[config.mk]
export PLATFORM = sky130hd
export DESIGN_NAME = branch_issue_queue
export DESIGN_NICKNAME = d
export VERILOG_FILES = /design/src/rtl/branch_issue_queue.sv
export SDC_FILE = /design/constraint.sdc
export NUM_CORES = 2
export LEC_CHECK = 0
export ABC_AREA = 1
export BUFFER_PORTS_ARGS = -buffer_cell sky130_fd_sc_hd__buf_2
export CORE_MARGIN = 5
export CORE_UTILIZATION = 39
export CTS_BUF_LIST = sky130_fd_sc_hd__clkbuf_4 sky130_fd_sc_hd__clkbuf_8
export DETAILED_ROUTE_END_ITERATION = 12
export GPL_TIMING_DRIVEN = 0
export SETUP_SLACK_MARGIN = 0.2
export SLEW_MARGIN = 30
export SYNTH_ARGS = -nofsm -noshare
export SYNTH_HDL_FRONTEND = slang
export SYNTH_SLANG_ARGS = --single-unit
export TNS_END_PERCENT = 30
[constraint.sdc]
create_clock -name clk -period 3.7 [get_ports clk]
set_input_delay 0.185 -clock clk [delete_from_list [all_inputs] [get_ports clk]]
set_output_delay 0.185 -clock clk [all_outputs]
set_load 0.02 [all_outputs]
[src/rtl/branch_issue_queue.sv]
// Branch/jump reservation station: compacting age-ordered queue that captures
// CDB results and issues the oldest ready op to the single branch unit each cycle.
module branch_issue_queue #(
    parameter int DEPTH = 4,
    parameter int TAG_W = 6
) (
    input  logic                       clk,
    input  logic                       rst,
    input  logic                       flush_i,
    input  logic                       disp_valid_i,
    output logic                       disp_ready_o,
    input  logic [31:0]                disp_pc_i,
    input  logic [31:0]                disp_imm_i,
    input  logic                       disp_is_branch_i,
    input  logic                       disp_is_jump_i,
    input  logic                       disp_pred_taken_i,
    input  logic [TAG_W-1:0]           disp_rob_tag_i,
    input  logic                       disp_rs1_rdy_i,
    input  logic                       disp_rs2_rdy_i,
    input  logic [TAG_W-1:0]           disp_rs1_tag_i,
    input  logic [TAG_W-1:0]           disp_rs2_tag_i,
    input  logic [31:0]                disp_rs1_val_i,
    input  logic [31:0]                disp_rs2_val_i,
    input  logic                       cdb_valid_i,
    input  logic [TAG_W-1:0]           cdb_tag_i,
    input  logic [31:0]                cdb_data_i,
    output logic                       iss_valid_o,
    output logic [31:0]                iss_pc_o,
    output logic [31:0]                iss_imm_o,
    output logic [31:0]                iss_rs1_val_o,
    output logic [31:0]                iss_rs2_val_o,
    output logic                       iss_is_branch_o,
    output logic                       iss_is_jump_o,
    output logic                       iss_pred_taken_o,
    output logic [TAG_W-1:0]           iss_rob_tag_o,
    output logic [$clog2(DEPTH+1)-1:0] count_o
);

    localparam int CNT_W = $clog2(DEPTH + 1);
    localparam int IDX_W = $clog2(DEPTH);

    typedef struct packed {
        logic             valid;
        logic [31:0]      pc;
        logic [31:0]      imm;
        logic             is_branch;
        logic             is_jump;
        logic             pred_taken;
        logic [TAG_W-1:0] rob_tag;
        logic             rs1_rdy;
        logic [TAG_W-1:0] rs1_tag;
        logic [31:0]      rs1_val;
        logic             rs2_rdy;
        logic [TAG_W-1:0] rs2_tag;
        logic [31:0]      rs2_val;
    } entry_t;

    // Capture a broadcast result into any still-waiting operand of a live entry.
    function automatic entry_t wake(input entry_t e, input logic v,
                                    input logic [TAG_W-1:0] t, input logic [31:0] d);
        entry_t r;
        logic   h1;
        logic   h2;
        r         = e;
        h1        = v && e.valid && !e.rs1_rdy && (e.rs1_tag == t);
        h2        = v && e.valid && !e.rs2_rdy && (e.rs2_tag == t);
        r.rs1_rdy = e.rs1_rdy | h1;
        r.rs1_val = h1 ? d : e.rs1_val;
        r.rs2_rdy = e.rs2_rdy | h2;
        r.rs2_val = h2 ? d : e.rs2_val;
        return r;
    endfunction

    entry_t             r_q   [DEPTH];
    entry_t             w_sh  [DEPTH];
    entry_t             w_nxt [DEPTH];
    entry_t             w_new;
    entry_t             w_sel;
    logic [CNT_W-1:0]   r_count;
    logic [DEPTH-1:0]   w_rdy_vec;
    logic               w_sel_found;
    logic [IDX_W-1:0]   w_sel_idx;
    logic               w_issue;
    logic               w_disp_acc;
    logic [CNT_W-1:0]   w_wr_idx;

    // Oldest-ready select; the descending scan lets the lowest index win.
    always_comb begin
        w_sel_idx = '0;
        for (int i = 0; i < DEPTH; i++) begin
            w_rdy_vec[i] = r_q[i].valid && r_q[i].rs1_rdy && r_q[i].rs2_rdy;
        end
        for (int i = DEPTH - 1; i >= 0; i--) begin
            w_sel_idx = w_rdy_vec[i] ? IDX_W'(i) : w_sel_idx;
        end
        w_sel_found = |w_rdy_vec;
    end

    assign w_sel        = r_q[w_sel_idx];
    assign iss_valid_o  = w_sel_found && !flush_i;
    assign w_issue      = iss_valid_o;
    assign disp_ready_o = (r_count < CNT_W'(DEPTH));
    assign w_disp_acc   = disp_valid_i && disp_ready_o && !flush_i;
    assign w_wr_idx     = r_count - CNT_W'(w_issue);
    assign count_o      = r_count;

    assign iss_pc_o         = w_sel.pc;
    assign iss_imm_o        = w_sel.imm;
    assign iss_rs1_val_o    = w_sel.rs1_val;
    assign iss_rs2_val_o    = w_sel.rs2_val;
    assign iss_is_branch_o  = w_sel.is_branch;
    assign iss_is_jump_o    = w_sel.is_jump;
    assign iss_pred_taken_o = w_sel.pred_taken;
    assign iss_rob_tag_o    = w_sel.rob_tag;

    // Remove the issued entry by shifting everything above it down one slot.
    always_comb begin
        for (int i = 0; i < DEPTH - 1; i++) begin
            w_sh[i] = (w_issue && (IDX_W'(i) >= w_sel_idx)) ? r_q[i + 1] : r_q[i];
        end
        w_sh[DEPTH-1] = w_issue ? entry_t'('0) : r_q[DEPTH-1];
    end

    // Build the incoming entry from the dispatch port.
    always_comb begin
        w_new            = '0;
        w_new.valid      = 1'b1;
        w_new.pc         = disp_pc_i;
        w_new.imm        = disp_imm_i;
        w_new.is_branch  = disp_is_branch_i;
        w_new.is_jump    = disp_is_jump_i;
        w_new.pred_taken = disp_pred_taken_i;
        w_new.rob_tag    = disp_rob_tag_i;
        w_new.rs1_rdy    = disp_rs1_rdy_i;
        w_new.rs1_tag    = disp_rs1_tag_i;
        w_new.rs1_val    = disp_rs1_val_i;
        w_new.rs2_rdy    = disp_rs2_rdy_i;
        w_new.rs2_tag    = disp_rs2_tag_i;
        w_new.rs2_val    = disp_rs2_val_i;
    end

    // Wake the compacted entries, then drop the new op into the first free slot.
    always_comb begin
        for (int i = 0; i < DEPTH; i++) begin
            w_nxt[i] = (w_disp_acc && (CNT_W'(i) == w_wr_idx))
                     ? wake(w_new, cdb_valid_i, cdb_tag_i, cdb_data_i)
                     : wake(w_sh[i], cdb_valid_i, cdb_tag_i, cdb_data_i);
        end
    end

    // Queue storage and occupancy; reset and flush both empty the queue.
    always_ff @(posedge clk) begin
        if (rst || flush_i) begin
            for (int i = 0; i < DEPTH; i++) begin
                r_q[i] <= '0;
            end
            r_count <= '0;
        end else begin
            for (int i = 0; i < DEPTH; i++) begin
                r_q[i] <= w_nxt[i];
            end
            r_count <= r_count - CNT_W'(w_issue) + CNT_W'(w_disp_acc);
        end
    end

endmodule

==> flow_metrics.py <==
metrics = {
    "outcome": {
        "outcome": "finished, final reports clean",
    },
    "grt": {
        "grtUsageMet1_pct": 45.2,
        "globalRouteMet2Util_pct": 58.4,
        "globalRouteOverflowTotal": 0,
        "antenna_found_initial": 12,
        "grt_pass1_vias": 42682,
        "met3_usage_pct": 9.59,
        "grtUsageTotal_pct": 36.6,
        "grt_pass1_wl_um": 282000,
        "grt_max_degree": 18,
        "grt_busiest_layer": "met2",
    },
    "placement": {
        "post-dp-hpwl_um": 145000,
        "io_buffers": 330,
        "post-place-ws_ps": -974,
        "gp_congestion": 1.03,
    },
    "pwr": {
        "p_leak_uw": 0.0205,
        "ir_drop_v": 0.000289,
        "power_density_nw_per_um2": 346,
    },
    "die": {
        "coreArea_um2": 93600,
        "die_h_um": 318,
        "start_util_pct": 39.4,
        "die_w_um": 318,
        "num_io_pins": 336,
        "row_count": 112,
        "die-area_um2": 101000,
    },
    "cells_and_area": {
        "drive_gt1_share_pct": 14.9,
        "syn2layout_area_growth_pct": 23.3,
        "nNetsFinal": 6903,
    },
    "detailed_routing": {
        "viasPerCell": 5.62,
        "totalWireLength_um": 195000,
        "drt_first_pass_iters": 9,
        "vias": 45308,
        "drcViolationCount": 0,
        "routedWlPerCell_um": 24.2,
        "antenna_left": 0,
        "drt_iter0_drc": 5769,
    },
    "logic_synthesis": {
        "synth_top_cell_by_area": "dfxtp_1",
        "syn_inst": 6083,
        "synthArstFlopShare_pct": 0,
        "ys_seq_area_share_pct": 33.2,
        "syn_area_per_cell_um2": 6.06,
        "yosys_warnings": 0,
        "synth.distinct_cells": 42,
        "synthFlopType": "dfxtp_1",
        "synthTopCellsByArea": "dfxtp_1 33%, nand2_1 18%, a21oi_1 8.9%",
        "ys_ff_latch": 611,
        "synth-edff-count": 0,
        "yosys-top-cells-count": "1,785 x nand2_1, 657 x a21oi_1, 611 x dfxtp_1",
        "yosysTopAreaCellShare_pct": 33.2,
        "syn_area_um2": 36900,
        "yosysMostFrequentCell": "nand2_1",
        "synth_nets": 6281,
    },
    "setup_path": {
        "critPathKind": "flip-flop to output port",
        "rr_worst_depth": 12,
        "r2r_setup_slack_ps": 170,
        "cp-start-kind": "flip-flop",
        "crit_path_top_delay_cell": "dfxtp_1",
        "rr_endpoint": "r_q[1][46]$_SDFFE_PP0P_",
        "cp_max_fo": 10,
        "crit_chain": "nand3_4 > nand2_2 > buf_4 > buf_4 > inv_1 > nand2_4 > clkinv_4 > clkbuf_4 > o21ai_0 > a21oi_1 > a31oi_1 > buf_2",
        "arrival_ps": 3380,
        "crit_required_ps": 3510,
        "slowest_delay_ps": 400,
        "worst_r2r_startpoint": "r_q[0][77]$_SDFF_PP0_",
        "path_common_cell": "buf_4",
        "crit_path_end_kind": "output port",
    },
    "sta": {
        "hold_viol": 0,
        "grt_setup_unrepaired": "true",
        "tightestPinTransition_ps": 1140,
        "post-route-period-util_pct": 96.4,
        "worst_slack_ps": 132,
        "relSlewSlack_pct": 24.1,
        "period_needed_ps": 3570,
        "finalClockSkew_ps": 66.7,
        "hold_slack_ps": 40.6,
        "finalSetupViolCount": 0,
        "fmax_mhz": 280,
        "finalMaxSlewViolations": 0,
    },
    "clock_tree": {
        "path_clk_slew_ps": 70,
        "cts_root_buf": "clkbuf_8",
        "cts.sink_count": 611,
        "tritoncts": "built",
        "max-clock-path-buffers": 3,
        "numCtsBuffers": 114,
        "clk_latency_ps": 840,
        "htreeDepth": 3,
    },
    "min_path": {
        "hold_end": "r_q[2][68]$_SDFFE_PP0P_",
        "whs_path_depth": 7,
        "worstHoldStart": "disp_rs1_val_i[29]",
        "holdCritPathClass": "input port to flip-flop",
    },
    "flow_run": {
        "drv_cap": 0,
    },
}
## kinds of logic after synthesis
logic type               Yosys count  synth area share [%]
flip-flops                       611                  33.2
buffers and inverters           1078                  11.7
XOR/XNOR                          13                 0.309
adder cells (fa/ha/maj)            4                 0.136
AO/OA/AOI/OAI                   1540                  22.8
AND/OR/NAND/NOR                 2837                  31.8
## placed cells by master (no fill, tap or decap), types with 62 or more instances in the layout
| master | instances |
|---|---|
| nand2_1 | 1782 |
| a21oi_1 | 657 |
| dfxtp_1 | 608 |
| inv_1 | 569 |
| nand3_1 | 510 |
| o21ai_0 | 486 |
| buf_2 | 435 |
| nor2_1 | 401 |
| a31oi_1 | 167 |
| clkbuf_1 | 163 |
| dlygate4sd3_1 | 159 |
| clkbuf_8 | 148 |
| clkbuf_2 | 104 |
| clkbuf_4 | 92 |
| a22oi_1 | 62 |
## repair_timing
item / in CTS / in global routing
hold buffers: 159 / 0
endpoints found under the hold margin: 500 / 0
endpoints found under the setup margin: 743 / 700
cloned: 0 / 0
pin swaps: 6 / 1
resized for setup: 261 / 86
buffers inserted: 9 / 5
## layer usage
| metal | wire [um] | vias up | share of wire [%] |
|---|---|---|---|
| met5 | 14 | - | 0.0072 |
| met4 | 12300 | 2 | 6.3 |
| met3 | 21100 | 593 | 11 |
| met2 | 86500 | 2610 | 44 |
| met1 | 75300 | 20976 | 39 |
| li1 | - | 21127 | - |
## cell type report
class,count,area (um^2)
antenna,8,20.0
sequential,611,12200
inverter,590,2250
clock buffer,193,2340
timing repair buffer,506,3510
tap,1254,1570
multi-input combinational,4394,20800
fill,10101,48100
buffer,488,2560
clock inverter,18,191
## report_power, final
group,leakage (uW),switching [uW],total [uW],internal (uW)
registers,0.00493,34.7,6680,6640
clock network,0.00136,3360,7490,4120
logic,0.0142,1110,1580,472
## metrics by stage
stage | TNS, ps | util, % | area (um^2) | power (uW) | cells
after floorplan | 0 | - | 36900 | 7470 | 6083
after detailed placement | -313550 | 43.0 | 40200 | 8170 | 7669
after global routing | 0 | 48.6 | 45500 | 16100 | 8057
final | 0 | 48.6 | 45500 | 15700 | 8062
after global placement | -477110 | 42.8 | 40100 | 8160 | 7667
after CTS | 0 | 48.3 | 45200 | 15600 | 8048
## worst max-delay path by stage
stage	startpoint	end	cells after the start
detailed placement	r_q[1][151]$_SDFF_PP0_	r_q[2][129]$_SDFFE_PP0P_	16
global placement	r_q[1][151]$_SDFF_PP0_	r_q[0][44]$_SDFFE_PP0P_	17
global route	r_q[0][77]$_SDFF_PP0_	iss_pc_o[6]	11
floorplan	r_q[0][151]$_SDFF_PP0_	r_q[3][62]$_SDFFE_PP0P_	19
finish	r_q[0][77]$_SDFF_PP0_	iss_rs1_val_o[29]	12
CTS	r_q[2][77]$_SDFF_PP0_	r_q[3][68]$_SDFFE_PP0P_	20
## critical path, delay by kind of cell, from the launching register on
| kind | cells | cell delay (ps) |
|---|---|---|
| buf+inv | 6 | 1180 |
| compound gates | 3 | 530 |
| simple gates | 3 | 420 |
| flops | 1 | 400 |
## state kept, by name (all words and copies together) (netlist names)
register and count:
count_o 3, r_q 608
Note: power is estimated with default switching activity, not from simulation.
